===== src/rtl/tm1638_pkg.sv =====
// Shared constants and state type for the TM1638 device-side receiver.
package tm1638_pkg;

  // Command class, taken from byte[7:6] of the first byte of a frame
  localparam logic [1:0] CMD_DATA = 2'b01;
  localparam logic [1:0] CMD_DISP = 2'b10;
  localparam logic [1:0] CMD_ADDR = 2'b11;

  // Data command that requests key-scan data
  localparam logic [7:0] DATA_RD_KEYS = 8'h42;

  localparam int unsigned RAM_DEPTH = 16;

  typedef enum logic [2:0] {
    StWaitIdle,
    StIdle,
    StCmd,
    StDataWr,
    StKeyRd,
    StEnd
  } state_e;

endpackage


===== src/rtl/tm1638_rx_if.sv =====
// Serial TM1638 bus: frame strobe, serial clock and the two halves of DIO.
//   stb     : frame strobe, active low (master -> device)
//   sclk    : serial clock (master -> device)
//   dio_in  : serial data from master
//   dio_out : serial key data to master
//   dio_oe  : 1 = device drives DIO
interface tm1638_rx_if;
  logic stb;
  logic sclk;
  logic dio_in;
  logic dio_out;
  logic dio_oe;

  modport master (
    output stb,
    output sclk,
    output dio_in,
    input  dio_out,
    input  dio_oe
  );

  modport slave (
    input  stb,
    input  sclk,
    input  dio_in,
    output dio_out,
    output dio_oe
  );
endinterface


===== src/rtl/tm1638_sync_edge.sv =====
// Multi-flop synchroniser with rise/fall detection on the synchronised level.
//   clk, rst : system clock, asynchronous active-low reset
//   d        : asynchronous input pin
//   rise     : 1-cycle pulse when the synchronised level goes 0 -> 1
//   fall     : 1-cycle pulse when the synchronised level goes 1 -> 0
module tm1638_sync_edge #(
  parameter int unsigned SYNC_STAGES = 2,
  parameter logic        RST_VAL     = 1'b0
) (
  input  logic clk,
  input  logic rst,
  input  logic d,
  output logic rise,
  output logic fall
);

  logic [SYNC_STAGES-1:0] sync_q, sync_d;
  logic                   prev_q, prev_d;
  logic                   level;

  assign level = sync_q[SYNC_STAGES-1];

  always_comb begin
    sync_d = {sync_q[SYNC_STAGES-2:0], d};
    prev_d = level;
  end

  always_ff @(posedge clk or negedge rst) begin
    if (!rst) begin
      sync_q <= {SYNC_STAGES{RST_VAL}};
      prev_q <= RST_VAL;
    end else begin
      sync_q <= sync_d;
      prev_q <= prev_d;
    end
  end

  assign rise = level & ~prev_q;
  assign fall = ~level & prev_q;

endmodule


===== src/rtl/tm1638_rx.sv =====
// Device-side TM1638 frame decoder: holds the 16-byte display RAM and display
// control, and answers read-key frames by shifting key bytes out on DIO.
//   clk, rst      : system clock (>= 8x sclk), asynchronous active-low reset
//   bus           : serial bus (stb, sclk, dio_in in; dio_out, dio_oe out)
//   keys          : key-scan bytes, byte0 = keys[7:0] sent first, LSB first
//   F, S, T       : RAM[0x00], RAM[0x02], RAM[0x04]; bit0 = segment a
//   disp_on       : display-control bit 3
//   brightness    : display-control bits 2:0
//   wr_pulse      : 1-cycle pulse per committed RAM byte
//   frame_err     : 1-cycle pulse on an aborted or illegal frame
module tm1638_rx
  import tm1638_pkg::*;
#(
  parameter int unsigned SYNC_STAGES   = 2,
  parameter int unsigned NUM_KEY_BYTES = 4
) (
  input  logic              clk,
  input  logic              rst,
  tm1638_rx_if.slave        bus,
  input  logic [31:0]       keys,
  output logic [7:0]        F,
  output logic [7:0]        S,
  output logic [7:0]        T,
  output logic              disp_on,
  output logic [2:0]        brightness,
  output logic              wr_pulse,
  output logic              frame_err
);

  localparam logic [5:0] KeyBits = 6'(NUM_KEY_BYTES * 8);

  logic stb_rise, stb_fall, sclk_rise, sclk_fall;

  // stb resets to 0 so that a high strobe after reset always shows up as a
  // rise; that rise is what releases StWaitIdle.
  tm1638_sync_edge #(
    .SYNC_STAGES (SYNC_STAGES),
    .RST_VAL     (1'b0)
  ) u_sync_stb (
    .clk  (clk),
    .rst  (rst),
    .d    (bus.stb),
    .rise (stb_rise),
    .fall (stb_fall)
  );

  tm1638_sync_edge #(
    .SYNC_STAGES (SYNC_STAGES),
    .RST_VAL     (1'b1)
  ) u_sync_sclk (
    .clk  (clk),
    .rst  (rst),
    .d    (bus.sclk),
    .rise (sclk_rise),
    .fall (sclk_fall)
  );

  // Data line needs a synchroniser only; it is sampled on sclk rise.
  logic [SYNC_STAGES-1:0] dio_sync_q, dio_sync_d;
  logic                   dio_s;

  assign dio_s = dio_sync_q[SYNC_STAGES-1];

  always_comb dio_sync_d = {dio_sync_q[SYNC_STAGES-2:0], bus.dio_in};

  state_e     state_q, state_d;
  logic [5:0] bit_cnt_q, bit_cnt_d;
  logic [6:0] shift_q, shift_d;
  logic [3:0] addr_q, addr_d;
  logic       fixed_q, fixed_d;
  logic       disp_on_q, disp_on_d;
  logic [2:0] bright_q, bright_d;
  logic       dio_out_q, dio_out_d;
  logic       dio_oe_q, dio_oe_d;
  logic       wr_pulse_q, wr_pulse_d;
  logic       frame_err_q, frame_err_d;
  logic [7:0] ram_q [RAM_DEPTH];
  logic [7:0] ram_d [RAM_DEPTH];
  logic [7:0] byte_next;

  // Bits arrive LSB first, so the 8th bit completes the byte on top of the
  // seven already held.
  assign byte_next = {dio_s, shift_q};

  always_comb begin
    state_d     = state_q;
    bit_cnt_d   = bit_cnt_q;
    shift_d     = shift_q;
    addr_d      = addr_q;
    fixed_d     = fixed_q;
    disp_on_d   = disp_on_q;
    bright_d    = bright_q;
    dio_out_d   = dio_out_q;
    dio_oe_d    = dio_oe_q;
    wr_pulse_d  = 1'b0;
    frame_err_d = 1'b0;
    ram_d       = ram_q;

    if (stb_rise) begin
      // Strobe rise beats any coincident sclk rise: that bit is dropped.
      if ((state_q == StCmd || state_q == StDataWr) && bit_cnt_q != 6'd0) begin
        frame_err_d = 1'b1;
      end
      state_d   = StIdle;
      bit_cnt_d = 6'd0;
      dio_oe_d  = 1'b0;
      dio_out_d = 1'b1;
    end else begin
      case (state_q)
        StWaitIdle: ;
        StIdle: begin
          if (stb_fall) begin
            state_d   = StCmd;
            bit_cnt_d = 6'd0;
          end
        end
        StCmd: begin
          if (sclk_rise) begin
            shift_d = byte_next[7:1];
            if (bit_cnt_q == 6'd7) begin
              bit_cnt_d = 6'd0;
              case (byte_next[7:6])
                CMD_DATA: begin
                  if ((byte_next & DATA_RD_KEYS) == DATA_RD_KEYS) begin
                    state_d = StKeyRd;
                  end else begin
                    fixed_d = byte_next[2];
                    state_d = StEnd;
                  end
                end
                CMD_ADDR: begin
                  addr_d  = byte_next[3:0];
                  state_d = StDataWr;
                end
                CMD_DISP: begin
                  disp_on_d = byte_next[3];
                  bright_d  = byte_next[2:0];
                  state_d   = StEnd;
                end
                default: begin
                  frame_err_d = 1'b1;
                  state_d     = StEnd;
                end
              endcase
            end else begin
              bit_cnt_d = bit_cnt_q + 6'd1;
            end
          end
        end
        StDataWr: begin
          if (sclk_rise) begin
            shift_d = byte_next[7:1];
            if (bit_cnt_q == 6'd7) begin
              bit_cnt_d      = 6'd0;
              ram_d[addr_q]  = byte_next;
              wr_pulse_d     = 1'b1;
              if (!fixed_q) begin
                addr_d = addr_q + 4'd1;
              end
            end else begin
              bit_cnt_d = bit_cnt_q + 6'd1;
            end
          end
        end
        StKeyRd: begin
          if (sclk_fall && bit_cnt_q < KeyBits) begin
            dio_out_d = keys[bit_cnt_q[4:0]];
            dio_oe_d  = 1'b1;
            bit_cnt_d = bit_cnt_q + 6'd1;
          end else if (sclk_rise && bit_cnt_q == KeyBits) begin
            // Master has sampled the last key bit; release DIO.
            dio_oe_d  = 1'b0;
            dio_out_d = 1'b1;
            state_d   = StEnd;
          end
        end
        StEnd: ;
        default: state_d = StWaitIdle;
      endcase
    end
  end

  always_ff @(posedge clk or negedge rst) begin
    if (!rst) begin
      dio_sync_q  <= {SYNC_STAGES{1'b1}};
      state_q     <= StWaitIdle;
      bit_cnt_q   <= 6'd0;
      shift_q     <= 7'd0;
      addr_q      <= 4'd0;
      fixed_q     <= 1'b0;
      disp_on_q   <= 1'b0;
      bright_q    <= 3'd0;
      dio_out_q   <= 1'b1;
      dio_oe_q    <= 1'b0;
      wr_pulse_q  <= 1'b0;
      frame_err_q <= 1'b0;
      for (int i = 0; i < RAM_DEPTH; i++) begin
        ram_q[i] <= 8'h00;
      end
    end else begin
      dio_sync_q  <= dio_sync_d;
      state_q     <= state_d;
      bit_cnt_q   <= bit_cnt_d;
      shift_q     <= shift_d;
      addr_q      <= addr_d;
      fixed_q     <= fixed_d;
      disp_on_q   <= disp_on_d;
      bright_q    <= bright_d;
      dio_out_q   <= dio_out_d;
      dio_oe_q    <= dio_oe_d;
      wr_pulse_q  <= wr_pulse_d;
      frame_err_q <= frame_err_d;
      ram_q       <= ram_d;
    end
  end

  assign F           = ram_q[0];
  assign S           = ram_q[2];
  assign T           = ram_q[4];
  assign disp_on     = disp_on_q;
  assign brightness  = bright_q;
  assign wr_pulse    = wr_pulse_q;
  assign frame_err   = frame_err_q;
  assign bus.dio_out = dio_out_q;
  assign bus.dio_oe  = dio_oe_q;

endmodule


===== src/flat_wrapper.sv =====
// flat-port wrapper written by rule: the top's interface ports become plain ports
module tm1638_rx_flat import tm1638_pkg::*;
#(
  parameter int unsigned SYNC_STAGES   = 2,
  parameter int unsigned NUM_KEY_BYTES = 4
)
  (clk, rst, keys, F, S, T, disp_on, brightness, wr_pulse, frame_err, bus_stb, bus_sclk, bus_dio_in, bus_dio_out, bus_dio_oe);
  tm1638_rx_if bus_i ();
  input  logic clk;
  input  logic rst;
  input  logic [31:0] keys;
  output logic [7:0] F;
  output logic [7:0] S;
  output logic [7:0] T;
  output logic disp_on;
  output logic [2:0] brightness;
  output logic wr_pulse;
  output logic frame_err;
  input wire logic [$bits(bus_i.stb)-1:0] bus_stb;
  input wire logic [$bits(bus_i.sclk)-1:0] bus_sclk;
  input wire logic [$bits(bus_i.dio_in)-1:0] bus_dio_in;
  output wire logic [$bits(bus_i.dio_out)-1:0] bus_dio_out;
  output wire logic [$bits(bus_i.dio_oe)-1:0] bus_dio_oe;
  assign bus_i.stb = bus_stb;
  assign bus_i.sclk = bus_sclk;
  assign bus_i.dio_in = bus_dio_in;
  assign bus_dio_out = bus_i.dio_out;
  assign bus_dio_oe = bus_i.dio_oe;
  tm1638_rx #(.SYNC_STAGES(SYNC_STAGES), .NUM_KEY_BYTES(NUM_KEY_BYTES)) u_core (.clk(clk), .rst(rst), .bus(bus_i), .keys(keys), .F(F), .S(S), .T(T), .disp_on(disp_on), .brightness(brightness), .wr_pulse(wr_pulse), .frame_err(frame_err));
endmodule

===== config.mk =====
export PLATFORM = sky130hd
export DESIGN_NAME = tm1638_rx_flat
export DESIGN_NICKNAME = d
export VERILOG_FILES = /design/src/rtl/tm1638_pkg.sv /design/src/rtl/tm1638_rx_if.sv /design/src/rtl/tm1638_sync_edge.sv /design/src/rtl/tm1638_rx.sv /design/src/flat_wrapper.sv
export SDC_FILE = /design/constraint.sdc
export NUM_CORES = 1
export LEC_CHECK = 0
export BUFFER_PORTS_ARGS = -buffer_cell sky130_fd_sc_hd__clkbuf_2
export CORE_UTILIZATION = 49
export DETAILED_ROUTE_END_ITERATION = 10
export PLACE_DENSITY = 0.75
export RECOVER_POWER = 100
export SKIP_CTS_REPAIR_TIMING = 1
export SYNTH_ARGS = -nofsm -noshare
export SYNTH_HDL_FRONTEND = slang
export SYNTH_SLANG_ARGS = --single-unit

===== constraint.sdc =====
create_clock -name clk -period 2.2 [get_ports clk]
set_input_delay 0.33 -clock clk [delete_from_list [all_inputs] [get_ports clk]]
set_output_delay 0.33 -clock clk [all_outputs]
set_load 0.02 [all_outputs]

==> run_results.csv <==
group,metric,value,unit
worst_setup_path,crit_type,"flop to flop",
placement,port_buffers,68,
yosys,synth_cell_types,54,
pwr,power.share.switching,30.7,%
grt,antenna_found_initial,0,
yosys,synth_cells,266,
timing,tightest_slew,715,ps
grt,grt_pass1_wl,11.0,mm
clocking,clk_path_buf_depth,2,
clocking,path_clk_slew,70,ps
drt,vias_per_cell,5.50,
timing,finalCritPeriodShare,94.9,%
drt,num_vias,2334,
clocking,h-tree-depth,3,
clocking,ctsRootBufferMaster,"clkbuf_8",
clocking,clk_latency,340,ps
yosys,synth_edf_count,0,
placement,place_worst_setup_slack,150,ps
placement,place_inst,408,
final_layout,fill_cells,502,
pwr,seqPwrFrac,44.1,%
timing,finalHoldViolCount,0,
timing,setup_tns,0,ps
worst_setup_path,worst-path-max-fanout,9,
worst_setup_path,worst_setup_path_end_kind,"flop",
yosys,synth_top_family_by_area,"simple AND/OR/NAND/NOR gates",
clocking,cts_tree,"built",
yosys,ys_seq_area_share,49.1,%
yosys,synthMuxAreaShare,19.1,%
final_layout,final_layout_size_suffix_gt1_share,25.5,%
die,core_area,6030,µm²
drt,drc,0,
die,die_w,81.9,µm
timing,fin_skew,7.87,ps
die,rows,28,
yosys,synthXorXnorAreaFrac,0,%
worst_setup_path,crit_arrival,2310,ps
drt,drt_iter0_drc,117,
run,maxCapViolations,0,
yosys,synth_nets,308,
pwr,power_switching,0.944,mW
placement,hpwl,4.70,mm
worst_setup_path,cp_data_required_time,2430,ps
drt,drtAntennaViolNets,0,
final_layout,n_antenna_cell,0,
yosys,yosys.area_share.simple,19.3,%
drt,wl_per_cell,15.3,µm
grt,grt_pass1_vias,2324,
status,status,"finished, final reports clean",
pwr,ir_worst_vdd,0.547,mV
placement,place_congestion,0.822,
timing,maxSlewViolCount,0,
pwr,p_int,2.13,mW
final_layout,final_nets,387,
yosys,synth_ff_type,"dfrtp_1",
timing,fmax,479,MHz
yosys,synth_area,3130,µm²
worst_setup_path,rrSetupSlack,110,ps
die,ioPinCount,69,
pwr,p_comb_share,23.3,%
timing,period_minus_slack,2090,ps
yosys,synth_compound_area_share,7.01,%
timing,relSlewSlack,52.4,%
pwr,p_per_area,829,nW/µm²
yosys,synth_area_leaders,"dfrtp_1 44%, mux2_1 6.5%, dfstp_2 5.0%",
clocking,cts.sinks,61,
die,die_area,6700,µm²
die,start_util,51.9,%
grt,grt_util_all_layers,22.1,%
pwr,report.power.total,3.07,mW
yosys,yosysTopAreaCell,"dfrtp_1",
clocking,cts_buffers,9,
timing,setup_viol,0,
timing,setup_slack,112,ps
yosys,synth_fa_ha_area_share,2.00,%
grt,overflow,0,
drt,first_pass_iters,4,
final_layout,fin_cells,424,
yosys,synth_seq_cells,61,
yosys,avgSynthCellArea,11.7,µm²
drt,drt_wl_total,6.50,mm
yosys,synthArstFlopShare,100,%
timing,rsz0062_at_grt,"no",
die,die_h,81.9,µm
yosys,synth_common_cells,"55 x dfrtp_1, 31 x nand2_1, 18 x mux2_1",
yosys,synth_top_area_share,44.0,%
yosys,ys_warn_count,0,
pwr,clkPwrFrac,32.6,%
pwr,leakage,1.74,nW
yosys,synth_most_common_cell,"dfrtp_1",
hold_path,hold_class,"input pin to flop",
grt,grt_max_degree,55,
worst_setup_path,worstSetupStartpointType,"flop",
final_layout,area_delta_synth_final,18.6,%
-- cell type report --
class / instances / area, µm² / share of cell area [%]
sequential: 61 / 1530 / 41.4
inverter: 5 / 18.8 / 0.506
timing repair buffer: 83 / 417 / 11.2
tap: 75 / 93.8 / 2.53
clock inverter: 4 / 47.5 / 1.28
multi-input combinational: 185 / 1440 / 39.0
clock buffer: 11 / 151 / 4.09
-- per-stage QoR --
stage | util, % | hold WS (ps) | instance area, µm²
2_1_floorplan | - | 34.4 | 3130
3_3_place_gp | 59.7 | 202 | 3600
3_5_place_dp | 59.7 | 203 | 3600
4_1_cts | 63.0 | -163 | 3800
5_1_grt | 61.5 | 46.2 | 3710
6_report | 61.5 | 73.5 | 3710
-- path summary, 6_finish.rpt --
| kind | end | start | cells past startpoint |
|---|---|---|---|
| setup / recovery | u_core.fixed_q | u_core.state_q[2] | 5 |
| hold / removal | u_core.u_sync_sclk.sync_q[0] | bus_sclk | 1 |
| setup reg to reg | u_core.fixed_q | u_core.state_q[2] | 5 |
| hold reg to reg | u_core.u_sync_stb.sync_q[1] | u_core.u_sync_stb.sync_q[0] | 0 |
| max in group asynchronous | u_core.bit_cnt_q[1] | rst | 3 |
| min in group asynchronous | u_core.bus.dio_oe | rst | 2 |
-- per-layer routing --
layer	part of all wire, %	up-vias	track usage, %
met5	0	-	0
met4	1.4	0	6.84
met3	4.6	13	7.00
met2	49	51	34.8
met1	45	1153	29.0
li1	-	1117	-
-- worst max-delay path, stage by stage, from the launching register on --
cell and delay, ps:
dfrtp_1 460, nand2b_1 200, or3_1 360, nand2b_4 160, or4b_1 480, mux2_1 320
-- power by group through the flow --
stage | sequential, mW | clock (mW) | combinational [mW]
2_1_floorplan | 1.30 | 0 | 0.619
5_1_grt | 1.37 | 1.07 | 0.806
4_1_cts | 1.36 | 1.02 | 0.740
3_5_place_dp | 1.38 | 0 | 0.728
3_3_place_gp | 1.37 | 0 | 0.717
6_report | 1.36 | 1.00 | 0.717
-- cell usage in the layout, fill, tap and decap left out, types with 2 or more instances in the layout --
cell type / instances
dfrtp_1: 55
clkbuf_2: 36
clkbuf_1: 35
nand2_1: 31
mux2_1: 25
o21ai_0: 13
clkbuf_8: 11
nor2_1: 10
nand3_1: 9
a21oi_1: 9
buf_4: 9
nand2b_1: 8
mux4_2: 7
mux2_2: 6
dfstp_2: 6
nor3_1: 5
mux2i_1: 5
nor2b_1: 5
inv_1: 5
ha_1: 5
o31ai_1: 4
or3_1: 4
and3_1: 3
nor3b_1: 2
nand3b_1: 2
nand4_1: 2
nor4_1: 2
nand4b_1: 2
or3b_1: 2
o22ai_1: 2
clkinv_2: 2
-- state kept, by name (all words and copies together), names as in the netlist --
register                   cells
u_core.F                       8
u_core.S                       8
u_core.T                       8
u_core.addr_q                  4
u_core.bit_cnt_q               6
u_core.brightness              3
u_core.bus.dio_oe              1
u_core.bus.dio_out             1
u_core.dio_sync_q              2
u_core.disp_on                 1
u_core.fixed_q                 1
u_core.frame_err               1
u_core.shift_q                 7
u_core.state_q                 3
u_core.u_sync_sclk.prev_q      1
u_core.u_sync_sclk.sync_q      2
u_core.u_sync_stb.prev_q       1
u_core.u_sync_stb.sync_q       2
u_core.wr_pulse                1
-- cell families after synthesis --
| logic type | Yosys count |
|---|---|
| AND/OR/NAND/NOR | 100 |
| flip-flops | 61 |
| multiplexers | 44 |
| AO/OA/AOI/OAI | 36 |
| buffers and inverters | 20 |
| adder cells (fa/ha/maj) | 5 |
No activity file was read; power rests on OpenSTA's default activity.
